<file path="src/rtl/math_accum_dump_48.sv">
// Block accumulate-and-dump for 49-bit adder sums: sums len samples (or up to a flush),
// then emits a rounded, right-shifted, 48-bit saturated result as a one-cycle pulse.
module math_accum_dump_48 #(
    parameter int CNT_WIDTH = 16,
    parameter int SHIFT     = 0
) (
    input  logic                 clk,
    input  logic                 rst,
    input  logic                 ena,
    input  logic [48:0]          din,
    input  logic                 din_valid,
    input  logic [CNT_WIDTH-1:0] len,
    input  logic                 flush,
    output logic [47:0]          dout,
    output logic                 dout_valid,
    output logic                 dout_sat
);

    localparam int AW = 49 + CNT_WIDTH;
    localparam logic [CNT_WIDTH-1:0] ONE = CNT_WIDTH'(1);
    localparam logic signed [AW:0] HALF = $signed(({{AW{1'b0}}, 1'b1} << SHIFT) >> 1);
    localparam logic signed [AW:0] MAXV = $signed({{(AW-46){1'b0}}, {47{1'b1}}});
    localparam logic signed [AW:0] MINV = $signed({{(AW-46){1'b1}}, {47{1'b0}}});

    typedef enum logic {IDLE, ACCUM} state_t;

    // One guard bit above the accumulator keeps the rounding add from wrapping.
    function automatic logic signed [AW:0] round_shift(input logic signed [AW-1:0] v);
        logic signed [AW:0] t;
        t = $signed({v[AW-1], v}) + HALF;
        return t >>> SHIFT;
    endfunction

    // Returns {sat_flag, value[47:0]}.
    function automatic logic [48:0] saturate(input logic signed [AW:0] v);
        if (v > MAXV) begin
            return {1'b1, MAXV[47:0]};
        end else if (v < MINV) begin
            return {1'b1, MINV[47:0]};
        end else begin
            return {1'b0, v[47:0]};
        end
    endfunction

    state_t                 state_q, state_d;
    logic signed [AW-1:0]   acc_q, acc_d;
    logic [CNT_WIDTH-1:0]   cnt_q, cnt_d;
    logic [CNT_WIDTH-1:0]   len_q, len_d;
    logic [47:0]            dout_q, dout_d;
    logic                   sat_q, sat_d;
    logic                   vld_q, vld_d;

    logic signed [AW-1:0]   din_ext;
    logic signed [AW-1:0]   sum;
    logic [CNT_WIDTH-1:0]   len_eff;
    logic                   dump;
    logic signed [AW:0]     rs;
    logic [48:0]            sv;

    assign din_ext = $signed({{CNT_WIDTH{din[48]}}, din});
    assign len_eff = (len == '0) ? ONE : len;

    always_comb begin
        state_d = state_q;
        acc_d   = acc_q;
        cnt_d   = cnt_q;
        len_d   = len_q;
        dout_d  = dout_q;
        sat_d   = sat_q;
        vld_d   = 1'b0;
        dump    = 1'b0;
        sum     = acc_q;

        if (ena) begin
            unique case (state_q)
                IDLE: begin
                    if (din_valid) begin
                        len_d = len_eff;
                        sum   = din_ext;
                        cnt_d = ONE;
                        if (len_eff == ONE || flush) begin
                            dump = 1'b1;
                        end else begin
                            state_d = ACCUM;
                            acc_d   = din_ext;
                        end
                    end
                end
                ACCUM: begin
                    if (din_valid) begin
                        sum   = acc_q + din_ext;
                        cnt_d = cnt_q + ONE;
                    end
                    acc_d = sum;
                    // The block length is the one latched at block start, not the live port.
                    if ((din_valid && (cnt_q + ONE) == len_q) || flush) begin
                        dump = 1'b1;
                    end
                end
                default: state_d = IDLE;
            endcase
        end

        rs = round_shift(sum);
        sv = saturate(rs);

        if (dump) begin
            state_d = IDLE;
            acc_d   = '0;
            cnt_d   = '0;
            dout_d  = sv[47:0];
            sat_d   = sv[48];
            vld_d   = 1'b1;
        end
    end

    always_ff @(posedge clk) begin
        if (rst) begin
            state_q <= IDLE;
            acc_q   <= '0;
            cnt_q   <= '0;
            len_q   <= ONE;
            dout_q  <= '0;
            sat_q   <= 1'b0;
            vld_q   <= 1'b0;
        end else begin
            state_q <= state_d;
            acc_q   <= acc_d;
            cnt_q   <= cnt_d;
            len_q   <= len_d;
            dout_q  <= dout_d;
            sat_q   <= sat_d;
            vld_q   <= vld_d;
        end
    end

    assign dout       = dout_q;
    assign dout_valid = vld_q;
    assign dout_sat   = sat_q;

endmodule

</file>
<file path="config.mk">
export PLATFORM = sky130hd
export DESIGN_NAME = math_accum_dump_48
export DESIGN_NICKNAME = d
export VERILOG_FILES = /design/src/rtl/math_accum_dump_48.sv
export SDC_FILE = /design/constraint.sdc
export NUM_CORES = 1
export LEC_CHECK = 0
export CAP_MARGIN = 10
export CORE_MARGIN = 1
export CORE_UTILIZATION = 55
export DETAILED_ROUTE_END_ITERATION = 6
export PLACE_DENSITY = 0.76
export SETUP_SLACK_MARGIN = 0.05
export SLEW_MARGIN = 20
export SYNTH_ARGS = -nofsm -noshare
export SYNTH_HDL_FRONTEND = slang
export SYNTH_SLANG_ARGS = --single-unit
</file>
<file path="constraint.sdc">
create_clock -name clk -period 12.3 [get_ports clk]
set_input_delay 3.075 -clock clk [delete_from_list [all_inputs] [get_ports clk]]
set_output_delay 3.075 -clock clk [all_outputs]
set_load 0.02 [all_outputs]
</file>
==> impl_metrics.tcl, run 1 <==
set metrics [dict create \
    first_iter_violations 2022 \
    cts_buffers 17 \
    wire_per_inst_um 23.5 \
    p_leak_nw 5.45 \
    status "finished with violations" \
    rsz0062_at_grt "no" \
    worst_clock_skew_ns 0.0232 \
    dp_cells 2180 \
    antenna_left 0 \
    final_common_cell "a21oi_1" \
    final_util 0.635 \
    hpwlAfterDp_um 38600 \
    report.final.hold_viol_count 0 \
    async_flop_share 0 \
    pre_cts_slack_ns 3.06 \
    insertion_delay_ns 0.45 \
    gr-total-overflow 0 \
    grt_pass1_wl_um 79000 \
    grt_max_degree 81 \
    die_width_um 158 \
    p_per_area_nw_per_um2 105 \
    synthDistinctLibCells 84 \
    via_per_inst 6.98 \
    r2r-start "acc_q[0]" \
    cts.sinks 148 \
    wirelength_um 51900 \
    hold_start "len_q[9]" \
    synthCells 1884 \
    initial_core_util 0.564 \
    die_h_um 158 \
    area_delta_synth_final_pct 12.6 \
    fin_cells 2212 \
    clk_pin_slew_worst_paths_ns 0.07 \
    end_kind "flop" \
    period_minus_slack_ns 8.75 \
    n_antenna_cell 0 \
    timing.max_cap.violations 0 \
    critPathArrivalTime_ns 9.13 \
    cts_max_path_buffers 2 \
    cp-startpoint "ena" \
    cts_tree "yes" \
    crit_end "dout[26]" \
    hold_buffers 0 \
    fin_area_um2 15000 \
    htree_levels 4 \
    core_area_um2 23700 \
    drc_errors 18 \
    final_cell_mix "216 x a21oi_1, 211 x nor2_1, 203 x nand2_1, 147 x dfxtp_1, 131 x o21ai_0" \
    port_buffers 119 \
    report.final.slew_viol_count 0 \
    cts_resized 0 \
    drive_gt1_frac 0.0539 \
    vdd_drop_max_uv 79.4 \
    vias 15400 \
    layout.nets 2016 \
    clock.fmax_mhz 114 \
    place_congestion 1.06 \
    grtUsageTotal 0.415 \
    setup_viol 0 \
    ios 120 \
    ys_seq_area_frac 0.222 \
    finalCritPeriodShare 0.712 \
    required_ns 12.68 \
    antenna_found_initial 1 \
    clockRootBuffer "clkbuf_16" \
    syn_nets 2020 \
    rrSetupSlack_ns 6.68 \
    placed_area_um2 14400 \
    cts_setup_buffers 0 \
    synth_edf_count 0 \
    start_kind "input pin" \
    total_power_mw 1.58 \
    violations "DRC" \
    hold_ws_ns 0.472 \
    grt_pass1_vias 14200 \
    ys_ff_latch 148 \
    yosysWarnings 0 \
    min_path_type "reg2reg" \
    synth_flop_cell "dfxtp_1" \
    syn_area_per_cell_um2 7.09 \
    max-slew-margin-rel 0.266 \
    path_max_fanout 34 \
    finalSetupTns_ns 0 \
    fill_cells 2218 \
    tightest_slew_ns 1.10 \
    fin_ws_ns 3.55 \
    worstRegToRegCells 15 \
    netlist_area_um2 13400 \
    rr_endpoint "dout[26]" \
    die_area_um2 24900 \
    num_rows 56 \
    first_pass_iters 7 \
    path_class "in2reg" \
]
## layer usage
metal	part of all wire	wire length, um	GRT usage
met5	0	0	0
met3	0.083	4280	0.0704
met1	0.37	19200	0.481
met2	0.46	23800	0.672
met4	0.088	4550	0.340
## worst min path at each step
| stage | slack [ns] | cells past startpoint | end |
|---|---|---|---|
| 6_report | 0.47 | 2 | len_q[9] |
| 5_1_grt | 0.49 | 2 | len_q[5] |
| 3_5_place_dp | 0.46 | 2 | len_q[9] |
| 4_1_cts | 0.47 | 2 | len_q[9] |
| 2_1_floorplan | 0.45 | 2 | len_q[15] |
| 3_3_place_gp | 0.46 | 2 | cnt_q[1] |
## logic make-up after synthesis
| family | share of synthesized area |
|---|---|
| multiplexers | 0.0295 |
| flip-flops | 0.222 |
| AND/OR/NAND/NOR | 0.219 |
| AO/OA/AOI/OAI | 0.358 |
| buffers and inverters | 0.0595 |
| XOR/XNOR | 0.0492 |
| adder cells (fa/ha/maj) | 0.0631 |
## flip-flops by register name (all words and copies together), names as in the netlist
register / flops
len_q: 16
acc_q: 65
dout_valid: 1
cnt_q: 16
state_q: 1
dout_sat: 1
dout: 48
## report_power, final
part	switching [mW]	leakage [nW]	internal, mW
clock	0.265	0.295	0.276
sequential	0.0305	1.21	0.507
combinational	0.318	3.95	0.183
total	0.614	5.45	0.966
## worst max-delay path, cell delays in order
cell	delay (ns)
clkdlybuf4s50_1	0.45
buf_4	0.42
clkinv_1	0.45
nor2_1	0.26
nand2_1	0.33
a2111oi_0	0.67
nand4_1	0.15
nor3_1	0.21
nand4_1	0.12
o31ai_1	0.83
nor2b_2	0.96
inv_1	0.21
nor2_4	0.70
a221o_1	0.26
## cell usage after synthesis (all sizes together), types with 14 or more instances
master,instances,share of area
nor2,215,0.060
o211ai,23,0.013
ha,65,0.061
a221o,37,0.028
a2111oi,14,0.0092
o22a,17,0.011
xnor2,46,0.030
or3,15,0.0074
a31oi,19,0.0089
o21ai,141,0.053
buf,61,0.024
inv,26,0.0073
nand2,204,0.057
mux2i,36,0.027
a211oi,43,0.025
clkbuf,100,0.028
nand4,49,0.024
a22oi,23,0.013
dfxtp,148,0.22
o22ai,65,0.030
nand3,25,0.0094
xor2,29,0.019
nor3,52,0.019
o31ai,15,0.0084
nor4,16,0.0075
a21oi,225,0.087
a21o,16,0.0090
## final cells by class
class | instances | area, um2 | area share
clock buffers | 17 | 425 | 0.0283
well taps | 319 | 399 | 0.0265
flip-flops and latches | 148 | 2970 | 0.197
inverters | 27 | 101 | 0.00673
multi-input cells | 1548 | 9650 | 0.641
repair buffers | 138 | 1330 | 0.0885
clock inverters | 15 | 176 | 0.0117
(Power assumes the default switching activity.)
==> run 2, diff against run 1 <==
==> constraint.sdc (replaced) <==
create_clock -name clk -period 8.93 [get_ports clk]
set_input_delay 2.2325 -clock clk [delete_from_list [all_inputs] [get_ports clk]]
set_output_delay 2.2325 -clock clk [all_outputs]
set_load 0.02 [all_outputs]
==> run 2 against run 1 <==
Net effect:
- the flow still finishes with violations (DRC)
- die area stayed put
- clock power is 39% higher
- final cell count is 0.23% higher
- power is 39% higher
- design area is 0.30% higher
- sequential share of layout area is 0.059 points lower
- clock skew hardly changed
- critical path type unchanged
==> impl_metrics.tcl, run 2 (synthesized netlist as in run 1, its figures left out) <==
set metrics [dict create \
    status "finished with violations" \
    violations "DRC" \
    gr-total-overflow 0 \
    path_max_fanout 35 \
    power_frac_clock 0.343 \
    cts_buffers 17 \
    path_class "in2reg" \
    hpwlAfterDp_um 39900 \
    p_per_area_nw_per_um2 146 \
    clockRootBuffer "clkbuf_16" \
    n_antenna_cell 0 \
    htree_levels 4 \
    drive_gt1_frac 0.0558 \
    insertion_delay_ns 0.47 \
    p_sw_uw 865 \
    cts_tree "yes" \
    antenna_left 0 \
    finalCritPeriodShare 0.825 \
    cts_resized 0 \
    wirelength_um 54500 \
    start_kind "input pin" \
    initial_core_util 0.564 \
    min_path_type "reg2reg" \
    combPwrFrac 0.321 \
    setup_viol 0 \
    cts.sinks 148 \
    regMostFlops "acc_q" \
    area_delta_synth_final_pct 13.0 \
    grtUsageTotal 0.440 \
    intPower_mw 1.33 \
    cts_max_path_buffers 2 \
    grt_pass1_vias 14700 \
    worst_clock_skew_ns 0.0230 \
    num_rows 56 \
    swShare 0.394 \
    critPathArrivalTime_ns 7.70 \
    core_area_um2 23700 \
    vias 15600 \
    p_seq_frac 0.336 \
    period_minus_slack_ns 7.36 \
    final_cell_mix "216 x a21oi_1, 211 x nor2_1, 203 x nand2_1, 147 x dfxtp_1, 131 x o21ai_0" \
    die_width_um 158 \
    first_pass_iters 7 \
    clk_pin_slew_worst_paths_ns 0.07 \
    max-slew-margin-rel 0.295 \
    hold_buffers 0 \
    grt_pass1_wl_um 82800 \
    place_congestion 1.08 \
    vdd_drop_max_uv 127 \
    finalSetupTns_ns 0 \
    rrSetupSlack_ns 3.49 \
    port_buffers 119 \
    die_h_um 158 \
    largest_reg_flops 65 \
    layout.nets 2021 \
    fill_cells 2137 \
    report.final.hold_viol_count 0 \
    cts_setup_buffers 0 \
    placed_area_um2 14500 \
    hold_ws_ns 0.475 \
    via_per_inst 7.04 \
    grt_max_degree 94 \
    end_kind "flop" \
    tightest_slew_ns 1.06 \
    first_iter_violations 1598 \
    required_ns 9.26 \
    clock.fmax_mhz 136 \
    final_common_cell "a21oi_1" \
    ios 120 \
    timing.max_cap.violations 0 \
    antenna_found_initial 2 \
    wire_per_inst_um 24.6 \
    drc_errors 1 \
    total_power_mw 2.20 \
    rsz0062_at_grt "no" \
    p_leak_nw 5.47 \
    fin_area_um2 15100 \
    report.final.slew_viol_count 0 \
    die_area_um2 24900 \
]
## run 2: changes by cell type in the layout (fill, tap and decap cells not counted)
cell	before	now
buf_4	20	25
o311a_2	1	0
inv_6	3	2
nor2b_2	1	0
nor2_4	4	3
nor2_2	0	1
clkinvlp_4	0	1
o311a_1	1	2
nor2b_4	0	1
inv_8	6	4
clkinv_8	4	6
## run 2: metrics by stage
stage,setup WS (ns),utilization,cells
2_1_floorplan,2.69,-,1884
3_3_place_gp,1.41,0.611,2185
3_5_place_dp,1.29,0.611,2185
4_1_cts,1.71,0.637,2217
5_1_grt,1.39,0.637,2217
6_report,1.57,0.637,2217
## run 2: area by class of cell
type / count / area (um2) / area share
clock inverter: 15 / 185 / 0.0123
inverter: 27 / 101 / 0.00671
clock buffer: 17 / 425 / 0.0282
tap: 319 / 399 / 0.0264
timing repair buffer: 143 / 1370 / 0.0907
multi-input combinational: 1548 / 9650 / 0.639
sequential: 148 / 2970 / 0.197
## run 2: final timing paths
path,startpoint,endpoint,cells after the start
max,din[0],dout[45],17
min,len_q[8],len_q[8],2
min reg2reg,len_q[8],len_q[8],2
max reg2reg,acc_q[0],dout[45],16
## run 2: per-layer routing
| metal | vias to the layer above | part of all wire | GRT usage |
|---|---|---|---|
| met2 | 959 | 0.46 | 0.715 |
| met3 | 267 | 0.085 | 0.0958 |
| li1 | 7103 | - | - |
| met5 | - | 0.00024 | 0 |
| met4 | 2 | 0.091 | 0.373 |
| met1 | 7284 | 0.37 | 0.491 |
## run 2: power by group through the flow
stage	Combinational, mW	Sequential [mW]	Clock, mW
floorplan	0.424	0.763	0
global placement	0.670	0.750	0
detailed placement	0.677	0.751	0
CTS	0.682	0.737	0.742
global route	0.751	0.742	0.772
finish	0.705	0.739	0.753
## run 2: worst max-delay path, stage by stage
cell	delay, ns
clkdlybuf4s50_1	0.51
ha_1	0.27
inv_1	0.08
fa_1	0.39
nand2b_1	0.18
a21oi_1	0.44
o211ai_1	0.20
a31oi_1	0.53
a211oi_1	0.17
o31ai_1	0.27
xor2_1	0.19
o221a_2	0.26
or4_1	0.51
or3_4	0.49
o311a_1	0.38
buf_4	0.25
a221o_1	0.31
